`src/rtl/cdb_arbiter_multi_pkg.sv`:
```
// Shared types and default constants for the multi-port CDB arbiter.
package cdb_arbiter_multi_pkg;

   localparam int CDB_TAG_W = 8;
   localparam int CDB_VAL_W = 32;

   // One result broadcast on the common data bus: ROB tag plus value.
   typedef struct packed {
      logic [CDB_TAG_W-1:0] tag;
      logic [CDB_VAL_W-1:0] value;
   } cdb_t;

   // Channel indices; a higher index means a higher fixed priority.
   localparam int CDB_CH_ALU = 0;
   localparam int CDB_CH_MUL = 1;
   localparam int CDB_CH_DIV = 2;
   localparam int CDB_CH_MEM = 3;
   localparam int CDB_CH_BR  = 4;

   localparam int CDB_Q_DEPTH      = 4;
   localparam int CDB_STARVE_LIMIT = 8;

endpackage

```
`src/rtl/cdb_arbiter_multi_chan_fifo.sv`:
```
// Single-channel result FIFO: count-based full/empty, flush, and a
// combinational head so the arbiter can steer it in the grant cycle.
module cdb_chan_fifo
   import cdb_arbiter_multi_pkg::*;
#(
   parameter int DEPTH = CDB_Q_DEPTH
) (
   input  logic clk,
   input  logic rst,
   input  logic flush_i,
   input  logic push_i,
   input  cdb_t data_i,
   input  logic pop_i,
   output cdb_t head_o,
   output logic empty_o,
   output logic full_o
);

   localparam int PTR_W = $clog2(DEPTH);
   localparam int CNT_W = PTR_W + 1;

   cdb_t             mem_q [DEPTH];
   logic [PTR_W-1:0] wr_ptr_q, wr_ptr_d;
   logic [PTR_W-1:0] rd_ptr_q, rd_ptr_d;
   logic [CNT_W-1:0] count_q, count_d;
   logic             do_push;
   logic             do_pop;

   assign full_o  = (count_q == CNT_W'(DEPTH));
   assign empty_o = (count_q == '0);
   // A push into a full queue is dropped; flush discards everything in flight.
   assign do_push = push_i && !full_o && !flush_i;
   assign do_pop  = pop_i && !empty_o && !flush_i;
   assign head_o  = mem_q[rd_ptr_q];

   // Pointer and occupancy update; pointers wrap naturally (DEPTH is 2^n).
   always_comb begin
      wr_ptr_d = wr_ptr_q;
      rd_ptr_d = rd_ptr_q;
      count_d  = count_q;
      if (flush_i) begin
         wr_ptr_d = '0;
         rd_ptr_d = '0;
         count_d  = '0;
      end else begin
         if (do_push) wr_ptr_d = wr_ptr_q + 1'b1;
         if (do_pop)  rd_ptr_d = rd_ptr_q + 1'b1;
         case ({do_push, do_pop})
            2'b10:   count_d = count_q + 1'b1;
            2'b01:   count_d = count_q - 1'b1;
            default: count_d = count_q;
         endcase
      end
   end

   // Control state register with asynchronous active-low reset.
   always_ff @(posedge clk or negedge rst) begin
      if (!rst) begin
         wr_ptr_q <= '0;
         rd_ptr_q <= '0;
         count_q  <= '0;
      end else begin
         wr_ptr_q <= wr_ptr_d;
         rd_ptr_q <= rd_ptr_d;
         count_q  <= count_d;
      end
   end

   // Storage array; contents need no reset since occupancy gates every read.
   always_ff @(posedge clk) begin
      if (do_push) mem_q[wr_ptr_q] <= data_i;
   end

endmodule

```
`src/rtl/cdb_arbiter_multi.sv`:
```
// Multi-port CDB arbiter: per-channel FIFOs, fixed-priority grant with
// starvation promotion, up to NUM_CDB registered broadcasts per cycle.
// Optional macro CDB_ARB_BYPASS_EN lets an empty channel's incoming result
// compete for grant in the same cycle instead of passing through its FIFO.
module cdb_arbiter_multi
   import cdb_arbiter_multi_pkg::*;
#(
   parameter int NUM_CH       = CDB_CH_BR + 1,
   parameter int NUM_CDB      = 1,
   parameter int Q_DEPTH      = CDB_Q_DEPTH,
   parameter int STARVE_LIMIT = CDB_STARVE_LIMIT,
   localparam int SRC_W       = (NUM_CH > 1) ? $clog2(NUM_CH) : 1,
   localparam int AGE_W       = $clog2(STARVE_LIMIT + 1)
) (
   input  logic                             clk,
   input  logic                             rst,
   input  logic                             flush,
   input  logic [NUM_CH-1:0]                fu_valid,
   input  cdb_t [NUM_CH-1:0]                fu_data,
   output logic [NUM_CH-1:0]                fu_ready,
   output logic [NUM_CDB-1:0]               cdb_valid,
   output cdb_t [NUM_CDB-1:0]               cdb_out,
   output logic [NUM_CDB-1:0][SRC_W-1:0]    cdb_src,
   output logic [NUM_CH-1:0]                starve_pending
);

   logic [NUM_CH-1:0]             fifo_empty;
   logic [NUM_CH-1:0]             fifo_full;
   cdb_t [NUM_CH-1:0]             fifo_head;
   logic [NUM_CH-1:0]             cand;
   cdb_t [NUM_CH-1:0]             cand_head;
   logic [NUM_CH-1:0]             grant;
   logic [NUM_CH-1:0]             push;
   logic [NUM_CH-1:0]             pop;
   logic                          found;

   logic [AGE_W-1:0]              age_q [NUM_CH];
   logic [AGE_W-1:0]              age_d [NUM_CH];
   logic [NUM_CH-1:0]             starve_q, starve_d;
   logic [NUM_CDB-1:0]            valid_q, valid_d;
   cdb_t [NUM_CDB-1:0]            out_q, out_d;
   logic [NUM_CDB-1:0][SRC_W-1:0] src_q, src_d;

   for (genvar gi = 0; gi < NUM_CH; gi++) begin : g_chan
      cdb_chan_fifo #(
         .DEPTH (Q_DEPTH)
      ) u_fifo (
         .clk     (clk),
         .rst     (rst),
         .flush_i (flush),
         .push_i  (push[gi]),
         .data_i  (fu_data[gi]),
         .pop_i   (pop[gi]),
         .head_o  (fifo_head[gi]),
         .empty_o (fifo_empty[gi]),
         .full_o  (fifo_full[gi])
      );

      a_no_push_when_full: assert property (@(posedge clk) disable iff (!rst)
         !(fu_valid[gi] && fifo_full[gi]))
         else $warning("cdb_arbiter_multi: result on full channel %0d dropped", gi);
   end

   // Backpressure reflects the registered count only.
   assign fu_ready       = ~fifo_full;
   assign cdb_valid      = valid_q;
   assign cdb_out        = out_q;
   assign cdb_src        = src_q;
   assign starve_pending = starve_q;

   // Which channels compete this cycle and what each would broadcast.
   always_comb begin
      cand      = '0;
      cand_head = '0;
      for (int i = 0; i < NUM_CH; i++) begin
`ifdef CDB_ARB_BYPASS_EN
         cand[i]      = !fifo_empty[i] || fu_valid[i];
         cand_head[i] = fifo_empty[i] ? fu_data[i] : fifo_head[i];
`else
         cand[i]      = !fifo_empty[i];
         cand_head[i] = fifo_head[i];
`endif
      end
   end

   // Fill ports in order: promoted channels first, then plain fixed priority.
   always_comb begin
      grant   = '0;
      valid_d = '0;
      out_d   = '0;
      src_d   = '0;
      found   = 1'b0;
      for (int k = 0; k < NUM_CDB; k++) begin
         found = 1'b0;
         for (int p = 0; p < 2; p++) begin
            for (int i = NUM_CH - 1; i >= 0; i--) begin
               if (!found && cand[i] && !grant[i] && (starve_q[i] == (p == 0))) begin
                  found      = 1'b1;
                  grant[i]   = 1'b1;
                  valid_d[k] = 1'b1;
                  src_d[k]   = SRC_W'(i);
                  out_d[k]   = cand_head[i];
               end
            end
         end
      end
   end

   // FIFO handshakes; a bypassed result skips its FIFO entirely.
   always_comb begin
      push = '0;
      pop  = '0;
      for (int i = 0; i < NUM_CH; i++) begin
`ifdef CDB_ARB_BYPASS_EN
         push[i] = fu_valid[i] && !(grant[i] && fifo_empty[i]);
`else
         push[i] = fu_valid[i];
`endif
         pop[i]  = grant[i] && !fifo_empty[i];
      end
   end

   // Age tracking: count ungranted waiting cycles, saturate at the limit.
   always_comb begin
      starve_d = '0;
      for (int i = 0; i < NUM_CH; i++) begin
         age_d[i] = age_q[i];
         if (flush || grant[i] || fifo_empty[i]) begin
            age_d[i] = '0;
         end else if (age_q[i] != AGE_W'(STARVE_LIMIT)) begin
            age_d[i] = age_q[i] + 1'b1;
         end
         starve_d[i] = (age_d[i] == AGE_W'(STARVE_LIMIT));
      end
   end

   // Age and promotion registers.
   always_ff @(posedge clk or negedge rst) begin
      if (!rst) begin
         for (int i = 0; i < NUM_CH; i++) age_q[i] <= '0;
         starve_q <= '0;
      end else begin
         for (int i = 0; i < NUM_CH; i++) age_q[i] <= age_d[i];
         starve_q <= starve_d;
      end
   end

   // Registered CDB ports; flush discards the grants of its own cycle.
   always_ff @(posedge clk or negedge rst) begin
      if (!rst) begin
         valid_q <= '0;
         out_q   <= '0;
         src_q   <= '0;
      end else if (flush) begin
         valid_q <= '0;
         out_q   <= '0;
         src_q   <= '0;
      end else begin
         valid_q <= valid_d;
         out_q   <= out_d;
         src_q   <= src_d;
      end
   end

endmodule

```
`config.mk`:
```
export PLATFORM = sky130hd
export DESIGN_NAME = cdb_arbiter_multi
export DESIGN_NICKNAME = d
export VERILOG_FILES = /design/src/rtl/cdb_arbiter_multi_pkg.sv /design/src/rtl/cdb_arbiter_multi_chan_fifo.sv /design/src/rtl/cdb_arbiter_multi.sv
export SDC_FILE = /design/constraint.sdc
export NUM_CORES = 1
export LEC_CHECK = 0
export CORE_UTILIZATION = 50
export DETAILED_ROUTE_END_ITERATION = 8
export PLACE_DENSITY = 0.75
export SETUP_SLACK_MARGIN = 0.4
export SLEW_MARGIN = 0
export SYNTH_ARGS = -nofsm -noshare
export SYNTH_HDL_FRONTEND = slang
export SYNTH_SLANG_ARGS = --single-unit
export TNS_END_PERCENT = 1
```
`constraint.sdc`:
```
create_clock -name clk -period 4.1 [get_ports clk]
set_clock_uncertainty 0.05 [all_clocks]
set_input_delay 0.82 -clock clk [delete_from_list [all_inputs] [get_ports clk]]
set_output_delay 0.82 -clock clk [all_outputs]
set_load 0.1 [all_outputs]
```
### Word-level counts from Yosys, hierarchy flattened

Memories as Yosys holds them, arrays and structs flattened.
Index checks and enable logic that the tools add are counted.
W data, S select, Z words.

| word-level totals | value |
|---|---|
| memories | 5 |
| input bits | 208 |
| RAM bits | 800 |
| register bits after elaboration | 104 |

| operators by class | value |
|---|---|
| mux-type cells | 92 |
| equal/unequal tests | 25 |
| reductions and logical operators | 103 |
| $add $sub $neg | 25 |
| bitwise logic cells | 6 |

Memory list:

| name | words | width | read ports | clocked after Yosys merged registers in | wr ports | line | text |
|---|---|---|---|---|---|---|---|
| g_chan[0].u_fifo.mem_q | 4 | 40 | 1 | 0 | 1 | cdb_arbiter_multi_chan_fifo.sv:22 | `cdb_t mem_q [DEPTH];` |
| g_chan[1].u_fifo.mem_q | 4 | 40 | 1 | 0 | 1 | cdb_arbiter_multi_chan_fifo.sv:22 |  |
| g_chan[2].u_fifo.mem_q | 4 | 40 | 1 | 0 | 1 | cdb_arbiter_multi_chan_fifo.sv:22 |  |
| g_chan[3].u_fifo.mem_q | 4 | 40 | 1 | 0 | 1 | cdb_arbiter_multi_chan_fifo.sv:22 |  |
| g_chan[4].u_fifo.mem_q | 4 | 40 | 1 | 0 | 1 | cdb_arbiter_multi_chan_fifo.sv:22 |  |

Operator list:

| kind | number |
|---|---|
| $mux W40 | 11 |
| $logic_and A1 B1 Y1 | 49 |
| $mux W3 | 16 |
| $mux W2 | 20 |
| $mux W4 | 10 |
| $mux W1 | 30 |
| $pmux W3 S2 | 5 |
| $logic_not A1 Y1 | 24 |
| $add A2 B1 Y2 const B | 10 |
| $add A4 B1 Y4 const B | 5 |
| $eq A4 B4 Y1 const B | 5 |
| $ne A4 B4 Y1 const B | 5 |
| $reduce_bool A2 Y1 | 10 |
| $add A3 B1 Y3 const B | 5 |
| $eq A3 B3 Y1 const B | 5 |
| $logic_not A3 Y1 | 5 |
| $reduce_bool A3 Y1 | 5 |
| $sub A3 B1 Y3 const B | 5 |
| $eq A2 B1 Y1 const B | 5 |
| $eq A2 B2 Y1 const B | 5 |
| $logic_or A1 B1 Y1 | 10 |
| $not A1 Y1 | 5 |
| $not A5 Y5 | 1 |

### Depth between registers and ports, before layout

| logic depth | value |
|---|---|
| depth in word-level cells | 51 |
| depth in mapped cells | 12 |
| gate-level depth less buffers | 9 |

### Cells and area by module

From an unflattened synthesis, not the netlist that was laid out.

| unflattened totals | value |
|---|---|
| cell total of the unflattened synthesis | 2,124 |
| area total of the unflattened synthesis | 37,760.0 µm² |

Modules (own cells, without submodules):

| module | cells an instance | seq. area each (µm²) | instances | area each (µm²) |
|---|---|---|---|---|
| cdb_chan_fifo (g_chan[0].u_fifo ...) | 277 | 4,979.8 | 2 | 6,388.6 |
| cdb_chan_fifo (g_chan[3].u_fifo) | 275 | 4,979.8 | 1 | 6,387.4 |
| cdb_chan_fifo (g_chan[2].u_fifo) | 274 | 4,979.8 | 1 | 6,324.8 |
| cdb_chan_fifo (g_chan[1].u_fifo) | 274 | 4,979.8 | 1 | 6,321.1 |
| cdb_arbiter_multi | 747 | 1,726.7 | 1 | 5,949.5 |

### Least setup slack after synthesis

OpenSTA, ideal clock, no wires.

| timing | value |
|---|---|
| kind | register to register |
| start | register starve_q[3], in the netlist starve_pending[3] |
| end | register g_chan[0].u_fifo.count_q[2] |
| clock period less this slack | 3.520 ns |
| stages on the path, launching flop included | 13 |
| path slack | 0.580 ns |
| arrival | 3.359 ns |
| library setup time | 0.111 ns |
| path buffers | 3 |
| cell sequence | dfrtp_1 clkbuf_1 o31ai_1 buf_2 nand3_1 o22ai_2 buf_2 and3_1 fa_1 nand2_1 nor2_1 mux2_4 a2111oi_2 |

| on the way | value |
|---|---|
| word-level cells in the longest chain between the ends | 45 |
| elaborated cells between the ends (all ways) | 56 |
| those cells by class | eq/ne (2); mux (15); bitwise (1); reduce/logical (38) |

RTL lines:

| element | line | text |
|---|---|---|
| start, declared | cdb_arbiter_multi.sv:39 | `logic [NUM_CH-1:0] starve_q, starve_d;` |
| start signal, assigned | cdb_arbiter_multi.sv:144 | `starve_q <= starve_d;` |
| $logic_and A1 B1 Y1 | cdb_arbiter_multi.sv:97 | `if (!found && cand[i] && !grant[i] && (starve_q[i] == (p == 0))) begin` |
| $mux W1 | cdb_arbiter_multi.sv:97 |  |
| $logic_not A1 Y1 | cdb_arbiter_multi.sv:97 |  |
| $logic_and A1 B1 Y1 (2 in a row) | cdb_arbiter_multi.sv:97 |  |
| $mux W1 | cdb_arbiter_multi.sv:97 |  |
| $logic_not A1 Y1 | cdb_arbiter_multi.sv:97 |  |
| $logic_and A1 B1 Y1 (2 in a row) | cdb_arbiter_multi.sv:97 |  |
| $mux W1 | cdb_arbiter_multi.sv:97 |  |
| (+24 left out) | -- |  |
| $logic_not A1 Y1 | cdb_arbiter_multi.sv:97 |  |
| $logic_and A1 B1 Y1 (3 in a row) | cdb_arbiter_multi.sv:97 |  |
| $mux W1 (*) | cdb_arbiter_multi.sv:97 |  |
| $logic_and A1 B1 Y1 (*) | cdb_arbiter_multi.sv:119 | `pop[i] = grant[i] && !fifo_empty[i];` |
| $logic_and A1 B1 Y1 (*) (2 in a row) | cdb_arbiter_multi_chan_fifo.sv:33 | `assign do_pop = pop_i && !empty_o && !flush_i;` |
| $eq A2 B1 Y1 or $eq A2 B2 Y1 (tied branches) | cdb_arbiter_multi_chan_fifo.sv:48 | `case ({do_push, do_pop})` |
| $pmux W3 S2 | cdb_arbiter_multi_chan_fifo.sv:48 |  |
| $mux W3 | cdb_arbiter_multi_chan_fifo.sv:41 | `if (flush_i) begin` |
| end signal, assigned | cdb_arbiter_multi_chan_fifo.sv:65 | `count_q <= count_d;` |
| end, declared | cdb_arbiter_multi_chan_fifo.sv:25 | `logic [CNT_W-1:0] count_q, count_d;` |

Mark *: on every way between the ends. The rest lies on a longest branch, timed or not.
A chain may end at the register's enable or synchronous reset.

### Final worst setup path

| timing | value |
|---|---|
| start | register g_chan[2].u_fifo.count_q[0] |
| end | output fu_ready[2] |

| on the way | value |
|---|---|
| word-level cells in the longest chain between the ends | 2 |

RTL lines:

| element | line | text |
|---|---|---|
| start, declared | cdb_arbiter_multi_chan_fifo.sv:25 |  |
| start signal, assigned | cdb_arbiter_multi_chan_fifo.sv:65 |  |
| $eq A3 B3 Y1 | cdb_arbiter_multi_chan_fifo.sv:29 | `assign full_o = (count_q == CNT_W'(DEPTH));` |
| $not A5 Y5 | cdb_arbiter_multi.sv:65 | `assign fu_ready = ~fifo_full;` |
| end, declared | cdb_arbiter_multi.sv:20 | `output logic [NUM_CH-1:0] fu_ready,` |

No other way between the ends.

==> results.json <==
{
  "timing.critical_path.arrival_ns": 2.77,
  "total_clock_sinks": 904,
  "drt-initial-drc-count": 2638,
  "yosys_most_used_dff": "sky130_fd_sc_hd__edfxtp_1",
  "grt.total_usage_pct": 28.4,
  "io_pins": 262,
  "p_leak_uw": 0.0146,
  "minimum_clock_period_ns": 3.64,
  "synthTopCellsByCount": "sky130_fd_sc_hd__edfxtp_1, sky130_fd_sc_hd__mux4_2, sky130_fd_sc_hd__clkbuf_1",
  "reg_power_share_pct": 37.8,
  "clk_transition_reported_paths_ns": 0.07,
  "seq_area_um2": 26600,
  "power.net_switching_uw": 10900,
  "fillCellCount": 5313,
  "grt_pass1_wl_mm": 155,
  "cp-start-kind": "flop",
  "vias": 22300,
  "report.final.setup_viol": 0,
  "die_y_extent_um": 276,
  "drt_pass1_iterations": 6,
  "die_area_um2": 76200,
  "syn_nets": 2374,
  "cts_made_buffers": 90,
  "layout-drive-gt1-share_pct": 19.0,
  "synth.cell_area_um2": 37500,
  "intPower_uw": 19400,
  "postRouteAntennaNets": 0,
  "sw_frac_of_total_pct": 36.0,
  "gpl.final_weighted_congestion": 0.989,
  "p_comb_share_pct": 35.3,
  "synth-edff-count": 800,
  "fp-row-count": 100,
  "setup_repair_after_global_routing_missed_its_margin": "no",
  "min_period_over_period_pct": 88.8,
  "grt_start_max_net_pins": 68,
  "pwr_density_cell_nw_per_um2": 680,
  "holdWs_ns": 0.265,
  "ys_warn_count": 0,
  "multi_input_area_um2": 10200,
  "synth-async-reset-ratio_pct": 11.5,
  "via_count_of_the_first_global_routing_pass": 22500,
  "cts_tree": "done",
  "dpl.hpwl_mm": 75.0,
  "status": "finished, final reports clean",
  "cts_hold_buffers": 0,
  "slew-limit-headroom_pct": 23.1,
  "cts.path.max_buffers": 3,
  "syn_avg_cell_area_um2": 17.6,
  "synth_top_area_share_pct": 64.0,
  "synthToLayoutAreaGrowth_pct": 18.7,
  "core_um2": 74300,
  "total_wire_length_mm": 107,
  "achievable-frequency_ghz": 0.275,
  "synth_top_cells_by_area": "sky130_fd_sc_hd__edfxtp_1, sky130_fd_sc_hd__mux4_2, sky130_fd_sc_hd__dfrtp_1",
  "die-width_um": 276,
  "yosys.area.top_type": "sky130_fd_sc_hd__edfxtp_1",
  "numPortBuffers": 261,
  "antenna_found_initial": 3,
  "overflow": 0,
  "final.setup.tns_ns": 0,
  "reg2reg_depth": 10,
  "hold_viol": 0,
  "ys_seq_area_share_pct": 70.9,
  "slew_violations": 0,
  "tightest_pin_transition_ns": 1.15,
  "cts.root.buffer_cell": "sky130_fd_sc_hd__clkbuf_16",
  "synth_seq_cells": 904,
  "critical_path.max_stage_delay_ns": 1.06,
  "htree_num_levels": 3,
  "timing.critical_path.slowest_stage_cell": "sky130_fd_sc_hd__clkdlybuf4s50_1",
  "share_clk_of_total_power_pct": 26.9,
  "post_synth_num_cell_types": 74,
  "critical_path.reg2reg.startpoint": "g_chan[3].u_fifo.count_q[2]",
  "cpLargestDelayFamily": "buffers and inverters",
  "clkLatencyLatePin_ns": 0.66,
  "finish.net_count": 2669,
  "wl_per_cell_um": 30.9,
  "path_max_fanout": 8,
  "post-synth-top-count-cell": "sky130_fd_sc_hd__edfxtp_1",
  "max-cap-violations": 0,
  "crit_type": "flop to output pin",
  "worst-path-stages": 2,
  "via_per_inst": 6.44,
  "postSynthCellCount": 2131,
  "peak_vdd_ir_mv": 0.487,
  "critical_path.n_buffers_inverters": 1,
  "timing.critical_path.to_type": "output pin",
  "route.detailed.drc": 0,
  "cp_cell_sequence": "or3b_2 -> clkdlybuf4s50_1",
  "critical_path_required_ns": 3.23,
  "initial_utilization_pct": 50.5,
  "critical_path.startpoint": "g_chan[2].u_fifo.count_q[0]",
  "hold_path_class": "primary input to async pin"
}
==> metal layers <==
layer  GRT usage (%)  vias up  share of wire, %
met5               0        -            0.0065
met4            14.1        2               5.2
met3            6.17      207               8.9
met2            45.1     1228                48
met1            37.2    11500                38
li1                -     9386                 -
==> final timing paths <==
kind,endpoint,slack [ns]
max,fu_ready[2],0.46
min,g_chan[0].u_fifo.wr_ptr_q[0],0.27
max reg2reg,g_chan[1].u_fifo.count_q[1],0.58
min reg2reg,g_chan[4].u_fifo.wr_ptr_q[1],0.53
max in group asynchronous,starve_pending[3],2.78
min in group clk,g_chan[4].u_fifo.wr_ptr_q[1],0.53
==> sequential cells by signal, indices dropped and copies added, names as in the netlist <==
signal,count
cdb_valid,1
cdb_src,3
age_q,20
g_chan.u_fifo.count_q,15
cdb_out,40
g_chan.u_fifo.mem_q,800
starve_pending,5
g_chan.u_fifo.rd_ptr_q,10
g_chan.u_fifo.wr_ptr_q,10
==> timing repair <==
action                                  4_1_cts  5_1_grt
setup buffers                                 0        0
resized for setup                             0        1
endpoints found under the setup margin        0        2
==> power groups by stage <==
| stage | registers (uW) | logic [uW] | clock network, uW |
|---|---|---|---|
| global placement | 11600 | 10300 | 0 |
| CTS | 11500 | 10500 | 8280 |
| finish | 11500 | 10700 | 8170 |
| global route | 11600 | 11100 | 8600 |
| detailed placement | 11700 | 10500 | 0 |
| floorplan | 12300 | 5900 | 0 |
==> final cells by class <==
class | count | area share, %
diodes | 2 | 0.0112
clock buffers | 112 | 5.38
clock inverters | 53 | 1.20
inverters | 31 | 0.261
multi-input cells | 1045 | 23.0
flip-flops and latches | 904 | 59.8
well taps | 969 | 2.72
repair buffers | 354 | 7.70
==> through the flow <==
step,utilization [%],worst slack (ns),total power (uW),instance area (um2),cells
final,60.0,0.457,30300,44600,3470
after global routing,60.0,0.414,31200,44600,3469
after CTS,60.0,0.430,30300,44600,3468
after detailed placement,56.0,0.528,22100,41600,3303
after global placement,56.0,0.776,21900,41600,3303
after floorplan,-,0.580,18200,37500,2131
==> kinds of logic after synthesis <==
group,count (synthesis),share of synthesized area (%)
fa+ha+maj,35,1.27
simple gates,413,5.74
buf+inv,182,1.94
xor+xnor,24,0.597
flops,904,70.9
mux,218,12.5
compound gates,355,7.03
==> cell usage in the layout (no fill, tap or decap), types with 10 or more instances in the layout <==
cell type,netlist,final
sky130_fd_sc_hd__dfrtp_1,104,98
sky130_fd_sc_hd__clkinv_2,0,14
sky130_fd_sc_hd__a311oi_1,10,10
sky130_fd_sc_hd__mux4_2,200,200
sky130_fd_sc_hd__and3_1,37,25
sky130_fd_sc_hd__clkinv_1,1,19
sky130_fd_sc_hd__nand3_1,96,96
sky130_fd_sc_hd__o221ai_1,13,13
sky130_fd_sc_hd__clkdlybuf4s50_1,0,255
sky130_fd_sc_hd__buf_4,0,87
sky130_fd_sc_hd__a221oi_1,25,25
sky130_fd_sc_hd__o211a_1,15,15
sky130_fd_sc_hd__nand2_1,69,69
sky130_fd_sc_hd__ha_1,30,30
sky130_fd_sc_hd__clkbuf_1,110,19
sky130_fd_sc_hd__buf_12,0,11
sky130_fd_sc_hd__nand4_1,18,18
sky130_fd_sc_hd__nor3_1,27,26
sky130_fd_sc_hd__nor2_1,63,62
sky130_fd_sc_hd__clkbuf_16,0,93
sky130_fd_sc_hd__and3_2,0,12
sky130_fd_sc_hd__inv_1,30,30
sky130_fd_sc_hd__a32oi_1,15,15
sky130_fd_sc_hd__a21oi_1,47,47
sky130_fd_sc_hd__a22oi_1,27,27
sky130_fd_sc_hd__edfxtp_1,800,800
sky130_fd_sc_hd__a211oi_1,35,35
sky130_fd_sc_hd__a2bb2oi_1,11,11
sky130_fd_sc_hd__a31oi_1,36,36
sky130_fd_sc_hd__or3_1,49,49
sky130_fd_sc_hd__xnor2_1,17,17
sky130_fd_sc_hd__o21ai_0,16,16
sky130_fd_sc_hd__o22ai_1,31,31
Power figures use the tool's default switching activity.
